--- config.mk ---
export PLATFORM = sky130hd
export DESIGN_NAME = conv_scheduler_flat
export DESIGN_NICKNAME = d
export VERILOG_FILES = /design/src/rtl/conv_scheduler_if.sv /design/src/rtl/conv_scheduler.sv /design/src/flat_wrapper.sv
export SDC_FILE = /design/constraint.sdc
export NUM_CORES = 1
export LEC_CHECK = 0
export ABC_AREA = 1
export CAP_MARGIN = 20
export CORE_UTILIZATION = 30
export DETAILED_ROUTE_END_ITERATION = 12
export GPL_TIMING_DRIVEN = 0
export SYNTH_ARGS = -nofsm -noshare
export SYNTH_HDL_FRONTEND = slang
export SYNTH_SLANG_ARGS = --single-unit
--- constraint.sdc ---
create_clock -name clk -period 2.9 [get_ports clk]
set_clock_uncertainty 0.2 [all_clocks]
set_input_delay 0.29 -clock clk [delete_from_list [all_inputs] [get_ports clk]]
set_output_delay 0.29 -clock clk [all_outputs]
set_load 0.02 [all_outputs]
--- src/rtl/conv_scheduler_if.sv ---
`default_nettype none
// ============================================================================
//  Module      : conv_scheduler_if
//  Description : Scheduler <-> datapath/memory signal bundle for conv_scheduler.
//  Revision    : 1.0  initial release
// ============================================================================
interface conv_scheduler_if #(
    parameter int AW = 3,
    parameter int FW = 2,
    parameter int P  = 3
);
    logic          x_full;
    logic          out_ready;
    logic [AW-1:0] x_base;
    logic [FW-1:0] f_addr;
    logic          clr_acc;
    logic [P-1:0]  en_acc;
    logic          wr_en;
    logic [AW-1:0] wr_addr;
    logic [P-1:0]  wr_count;
    logic          x_release;
    logic          busy;

    modport master (
        input  x_full, out_ready,
        output x_base, f_addr, clr_acc, en_acc, wr_en, wr_addr, wr_count,
               x_release, busy
    );

    modport slave (
        output x_full, out_ready,
        input  x_base, f_addr, clr_acc, en_acc, wr_en, wr_addr, wr_count,
               x_release, busy
    );
endinterface
`default_nettype wire

--- src/rtl/conv_scheduler.sv ---
`default_nettype none
// ============================================================================
//  Module      : conv_scheduler
//  Description : Sequences a P-lane 1-D convolution (valid outputs only) over
//                LENX inputs and a LENF-tap filter. Define CONV_SCHED_STALL_EN
//                to add a stall input that freezes the CLR/MAC/DRAIN phases.
//  Revision    : 1.0  initial release
// ============================================================================
module conv_scheduler #(
    parameter int LENX = 8,
    parameter int LENF = 4,
    parameter int P    = 3,
    parameter int AW   = 3,
    parameter int FW   = 2
) (
    input  logic clk,
    input  logic reset,
`ifdef CONV_SCHED_STALL_EN
    input  logic stall,
`endif
    conv_scheduler_if.master bus
);
    localparam int NOUT   = LENX - LENF + 1;
    localparam int NGRP   = (NOUT + P - 1) / P;
    // gb can overshoot the last valid output by up to P-1 before DONE
    localparam int c_gb_w = AW + $clog2(P + 1);

    typedef enum logic [2:0] {
        S_IDLE  = 3'd0,
        S_CLR   = 3'd1,
        S_MAC   = 3'd2,
        S_DRAIN = 3'd3,
        S_WRITE = 3'd4,
        S_DONE  = 3'd5
    } state_t;

    state_t              r_state, w_state_nxt;
    logic [c_gb_w-1:0]   r_gb, w_gb_nxt;
    logic [c_gb_w-1:0]   r_grp, w_grp_nxt;
    logic [FW-1:0]       r_tap, w_tap_nxt;
    logic [AW-1:0]       r_x_base, w_x_base_nxt;
    logic [FW-1:0]       r_f_addr, w_f_addr_nxt;
    logic                r_clr_acc, w_clr_acc_nxt;
    logic [P-1:0]        r_en_acc, w_en_acc_nxt;
    logic [AW-1:0]       r_wr_addr, w_wr_addr_nxt;
    logic [P-1:0]        r_wr_count, w_wr_count_nxt;
    logic                r_x_release, w_x_release_nxt;
    logic                r_busy, w_busy_nxt;
    logic [P-1:0]        w_lane_mask;
    logic [P-1:0]        w_count;
    logic                w_wr_fire;
    logic                w_stall;
    int                  w_remain;

`ifdef CONV_SCHED_STALL_EN
    assign w_stall = stall;
`else
    assign w_stall = 1'b0;
`endif

    // Write strobe must answer out_ready in the same cycle, so it is not registered
    assign w_wr_fire = (r_state == S_WRITE) && bus.out_ready && !reset;

    always_comb begin
        w_lane_mask = '0;
        for (int i = 0; i < P; i++) begin
            w_lane_mask[i] = (int'(r_gb) + i) < NOUT;
        end
        w_remain = NOUT - int'(r_gb);
        w_count  = (w_remain > P) ? P'(P) : P'(w_remain);
    end

    always_ff @(posedge clk) begin
        if (reset) begin
            r_state     <= S_IDLE;
            r_gb        <= '0;
            r_grp       <= '0;
            r_tap       <= '0;
            r_x_base    <= '0;
            r_f_addr    <= '0;
            r_clr_acc   <= 1'b1;
            r_en_acc    <= '0;
            r_wr_addr   <= '0;
            r_wr_count  <= '0;
            r_x_release <= 1'b0;
            r_busy      <= 1'b0;
        end else begin
            r_state     <= w_state_nxt;
            r_gb        <= w_gb_nxt;
            r_grp       <= w_grp_nxt;
            r_tap       <= w_tap_nxt;
            r_x_base    <= w_x_base_nxt;
            r_f_addr    <= w_f_addr_nxt;
            r_clr_acc   <= w_clr_acc_nxt;
            r_en_acc    <= w_en_acc_nxt;
            r_wr_addr   <= w_wr_addr_nxt;
            r_wr_count  <= w_wr_count_nxt;
            r_x_release <= w_x_release_nxt;
            r_busy      <= w_busy_nxt;
        end
    end

    // Outputs are registered from the next state so they line up with it
    always_comb begin
        w_state_nxt     = r_state;
        w_gb_nxt        = r_gb;
        w_grp_nxt       = r_grp;
        w_tap_nxt       = r_tap;
        w_x_base_nxt    = r_x_base;
        w_f_addr_nxt    = r_f_addr;
        w_wr_addr_nxt   = r_wr_addr;
        w_clr_acc_nxt   = 1'b0;
        w_en_acc_nxt    = '0;
        w_wr_count_nxt  = '0;
        w_x_release_nxt = 1'b0;

        case (r_state)
            S_IDLE: begin
                if (bus.x_full) begin
                    w_state_nxt = S_CLR;
                    w_gb_nxt    = '0;
                    w_grp_nxt   = '0;
                end
            end
            S_CLR: begin
                if (!w_stall) begin
                    w_state_nxt = S_MAC;
                    w_tap_nxt   = '0;
                end
            end
            S_MAC: begin
                if (!w_stall) begin
                    // ROM/memory data for this tap arrives next cycle
                    w_en_acc_nxt = w_lane_mask;
                    if (r_tap == FW'(LENF - 1)) begin
                        w_state_nxt = S_DRAIN;
                    end else begin
                        w_tap_nxt = r_tap + FW'(1);
                    end
                end
            end
            S_DRAIN: begin
                if (!w_stall) begin
                    w_state_nxt = S_WRITE;
                end
            end
            S_WRITE: begin
                if (w_wr_fire) begin
                    w_gb_nxt    = r_gb + c_gb_w'(P);
                    w_grp_nxt   = r_grp + c_gb_w'(1);
                    w_state_nxt = (r_grp == c_gb_w'(NGRP - 1)) ? S_DONE : S_CLR;
                end
            end
            S_DONE: begin
                w_state_nxt = S_IDLE;
            end
            default: begin
                w_state_nxt = S_IDLE;
            end
        endcase

        case (w_state_nxt)
            S_CLR: begin
                w_clr_acc_nxt = 1'b1;
                w_f_addr_nxt  = '0;
                w_x_base_nxt  = AW'(w_gb_nxt);
            end
            S_MAC: begin
                w_f_addr_nxt = w_tap_nxt;
                w_x_base_nxt = AW'(w_gb_nxt + c_gb_w'(w_tap_nxt));
            end
            S_WRITE: begin
                w_wr_addr_nxt  = AW'(r_gb);
                w_wr_count_nxt = w_count;
            end
            S_DONE: begin
                w_x_release_nxt = 1'b1;
            end
            default: begin
            end
        endcase

        w_busy_nxt = (w_state_nxt != S_IDLE);
    end

    assign bus.x_base    = r_x_base;
    assign bus.f_addr    = r_f_addr;
    assign bus.clr_acc   = r_clr_acc;
    assign bus.en_acc    = r_en_acc;
    assign bus.wr_en     = w_wr_fire;
    assign bus.wr_addr   = r_wr_addr;
    assign bus.wr_count  = r_wr_count;
    assign bus.x_release = r_x_release;
    assign bus.busy      = r_busy;
endmodule
`default_nettype wire

--- src/flat_wrapper.sv ---
// flat-port wrapper written by rule: the top's interface ports become plain ports
module conv_scheduler_flat 
#(
    parameter int LENX = 8,
    parameter int LENF = 4,
    parameter int P    = 3,
    parameter int AW   = 3,
    parameter int FW   = 2
)
  (clk, reset, bus_x_full, bus_out_ready, bus_x_base, bus_f_addr, bus_clr_acc, bus_en_acc, bus_wr_en, bus_wr_addr, bus_wr_count, bus_x_release, bus_busy);
  conv_scheduler_if #(.AW(AW), .FW(FW), .P(P)) bus_i ();
  input  logic clk;
  input  logic reset;
  input wire logic [$bits(bus_i.x_full)-1:0] bus_x_full;
  input wire logic [$bits(bus_i.out_ready)-1:0] bus_out_ready;
  output wire logic [$bits(bus_i.x_base)-1:0] bus_x_base;
  output wire logic [$bits(bus_i.f_addr)-1:0] bus_f_addr;
  output wire logic [$bits(bus_i.clr_acc)-1:0] bus_clr_acc;
  output wire logic [$bits(bus_i.en_acc)-1:0] bus_en_acc;
  output wire logic [$bits(bus_i.wr_en)-1:0] bus_wr_en;
  output wire logic [$bits(bus_i.wr_addr)-1:0] bus_wr_addr;
  output wire logic [$bits(bus_i.wr_count)-1:0] bus_wr_count;
  output wire logic [$bits(bus_i.x_release)-1:0] bus_x_release;
  output wire logic [$bits(bus_i.busy)-1:0] bus_busy;
  assign bus_i.x_full = bus_x_full;
  assign bus_i.out_ready = bus_out_ready;
  assign bus_x_base = bus_i.x_base;
  assign bus_f_addr = bus_i.f_addr;
  assign bus_clr_acc = bus_i.clr_acc;
  assign bus_en_acc = bus_i.en_acc;
  assign bus_wr_en = bus_i.wr_en;
  assign bus_wr_addr = bus_i.wr_addr;
  assign bus_wr_count = bus_i.wr_count;
  assign bus_x_release = bus_i.x_release;
  assign bus_busy = bus_i.busy;
  conv_scheduler #(.LENX(LENX), .LENF(LENF), .P(P), .AW(AW), .FW(FW)) u_core (.clk(clk), .reset(reset), .bus(bus_i));
endmodule
==> flow_summary.yaml <==
finish:
  drive_gt1_frac: 0.197
  area_growth_syn_to_layout_pct: 22.9
  fin_cells: 321
  antennaDiodeCount: 0
  fin_area_um2: 2130
  num-fill-cells: 583
  num-nets-final: 261
synthesis:
  yosys.area.top_type_share: 0.369
  synth.cell_area_um2: 1740
  ys_warn_count: 0
  async_flop_share: 0
  yosysSeqAreaShare: 0.369
  ys_types: 33
  yosysMostFrequentCell: "nand2_1"
  avgSynthCellArea_um2: 7.85
  yosysTopAreaCell: "dfxtp_1"
  synthesis.nets: 234
  yosys_most_used_dff: "dfxtp_1"
  synth.area.top_cells: "dfxtp_1, nand2_1, inv_1"
  ys_top_cells_by_count: "nand2_1, dfxtp_1, inv_1, nor2_1"
  synthCells: 221
  synth_seq_cells: 32
  synth_edf_count: 0
worst_setup_path:
  required_ns: 2.89
  crit_chain: "clkdlybuf4s50_1, inv_1, nor2_4, nand3_2, inv_2, nand2_1, o21ai_2, ha_1, inv_1, fa_1, inv_1, nand4_1, nand2_2, nor2_2, nor2_1, nor2_1"
  criticalPathCategory: "in -> reg"
  cp.depth: 16
  r2r-end: "u_core.bus.x_base[2]"
  endpoint: "u_core.bus.x_base[2]"
  r2r_start: "u_core.r_gb[0]"
  cp_max_fo: 5
  cp_top_family: "buffers and inverters"
  r2r_slack_ns: 0.51
  critical-path-max-stage-delay_ns: 0.53
  worstSetupEndpointType: "flip-flop"
  crit_slowest_cell: "clkdlybuf4s50_1"
  worstSetupStartpointType: "input pin"
  cp_num_buf_inv: 5
  crit_top_cell: "inv_1"
  cp.arrival_ns: 2.47
  worstRegToRegCells: 12
  crit_start: "bus_out_ready"
grt:
  grt_start_max_net_pins: 11
  grt_overflow: 0
  first_global_vias: 1372
  antenna_found_initial: 0
  grt_use_total: 0.128
  grt_pass1_wl_um: 6130
sta:
  slew_headroom: 0.772
  final-hold-violation-count: 0
  worst_pin_slew_ns: 0.342
  period_share: 0.855
  fmax_ghz: 0.403
  grt_setup_unrepaired: "false"
  maxSlewViolCount: 0
  setup_viol: 0
  whs_ns: 0.0342
  fin_tns_setup_ns: 0
  period_needed_ns: 2.48
power:
  p_total_mw: 1.04
  p_switching_mw: 0.275
  worst_ir_drop_vdd_mv: 0.237
  swShare: 0.264
  p_leak_nw: 0.964
  pwr-share-clk: 0.408
  p_int_mw: 0.766
  combPwrFrac: 0.144
  sequentialPowerShare: 0.447
  power.density_nw_per_um2: 488
routing:
  via_per_inst: 4.33
  ant_nets: 0
  routed-via-count: 1390
  dr_wl_met2_um: 1520
  top_layer_used: "met4"
  wl_met1_um: 1640
  wl_um: 3370
  dr_wl_met3_um: 146
  routedWlPerCell_um: 10.5
  post-route-drc-count: 0
  drt_iter0_drc: 62
  dr.pass1.iters: 4
clocking:
  cts_buffer_depth: 2
  cts_buffers: 5
  ctsResizeCount: 0
  post_cts_buffers: 0
  clock_sinks: 32
  cts_hold_buf: 0
  clk_latency_ns: 0.29
  htreeDepth: 2
  root_buffer: "clkbuf_8"
  clk_pin_slew_ns: 0.07
  cts_tree: "done"
die:
  fp.dieH_um: 78.1
  die_area_um2: 6090
  num_rows: 27
  initial_core_util: 0.313
  coreArea_um2: 5540
  pin_count: 22
  die_w_um: 78.1
worst_hold_path:
  hp-class: "in -> reg"
flow_run:
  drv_cap: 0
place:
  placed_cell_area_um2: 2030
  portBuffers: 20
  hpwl_um: 2470
  dp_cells: 313
  gp_congestion: 0.756
outcome:
  outcome: "complete, no violations"
==> worst min path at each step <==
stage,from,cells after the start,end
finish,reset,2,u_core.r_gb[0]
global route,reset,2,u_core.r_gb[2]
CTS,reset,2,u_core.r_gb[2]
detailed placement,u_core.bus.f_addr[1],2,u_core.bus.f_addr[1]
global placement,u_core.bus.f_addr[1],2,u_core.bus.f_addr[1]
floorplan,u_core.r_gb[0],1,u_core.bus.wr_count[0]
==> logic make-up (layout without fill, tap and decap cells) <==
| group | count (synthesis) | in the layout | share of synthesized area |
|---|---|---|---|
| compound gates | 23 | 23 | 0.0815 |
| xor+xnor | 4 | 4 | 0.0202 |
| fa+ha+maj | 9 | 9 | 0.0692 |
| buf+inv | 42 | 70 | 0.0973 |
| flops | 32 | 32 | 0.369 |
| simple gates | 111 | 111 | 0.363 |
==> power groups by stage <==
stage	registers (mW)	clock network (mW)	logic [mW]
floorplan	0.488	0	0.0924
global placement	0.475	0	0.149
detailed placement	0.475	0	0.150
CTS	0.465	0.434	0.151
global route	0.467	0.457	0.167
finish	0.465	0.425	0.150
==> sequential cells by signal (all words and copies together), names as in the netlist <==
register and count:
u_core.r_gb 5, u_core.r_grp 5, u_core.bus.en_acc 3, u_core.bus.wr_addr 3, u_core.bus.wr_count 3, u_core.bus.x_base 3, u_core.r_state 3, u_core.bus.f_addr 2
u_core.r_tap 2, u_core.bus.busy 1, u_core.bus.clr_acc 1, u_core.bus.x_release 1
==> stage by stage <==
stage	setup slack [ns]	utilization
2_1_floorplan	0.701	-
3_3_place_gp	0.132	0.366
3_5_place_dp	0.127	0.366
4_1_cts	0.426	0.385
5_1_grt	0.259	0.385
6_report	0.421	0.385
==> layer usage <==
layer | track usage | up-vias
li1 | - | 747
met1 | 0.153 | 615
met2 | 0.210 | 20
met3 | 0.0465 | 8
met4 | 0.0519 | 0
met5 | 0 | -
==> layout by cell type (no fill, tap or decap), types with 6 or more instances in the layout <==
master,count
nor2_1,27
inv_1,30
nand2_1,39
o21ai_0,9
dfxtp_1,32
clkdlybuf4s50_1,20
inv_2,8
ha_1,8
nand3_1,9
nand2_4,6
==> final cells by class <==
type                       instances  area, um2  share of cell area
clock inverter                     2       35.0              0.0164
inverter                          39        149              0.0698
timing repair buffer              20        200              0.0938
buffer                             3       20.0             0.00938
tap                               72       90.1              0.0422
multi-input combinational        147        926               0.434
sequential                        32        641               0.300
clock buffer                       6       72.6              0.0340
(Power assumes the default switching activity.)
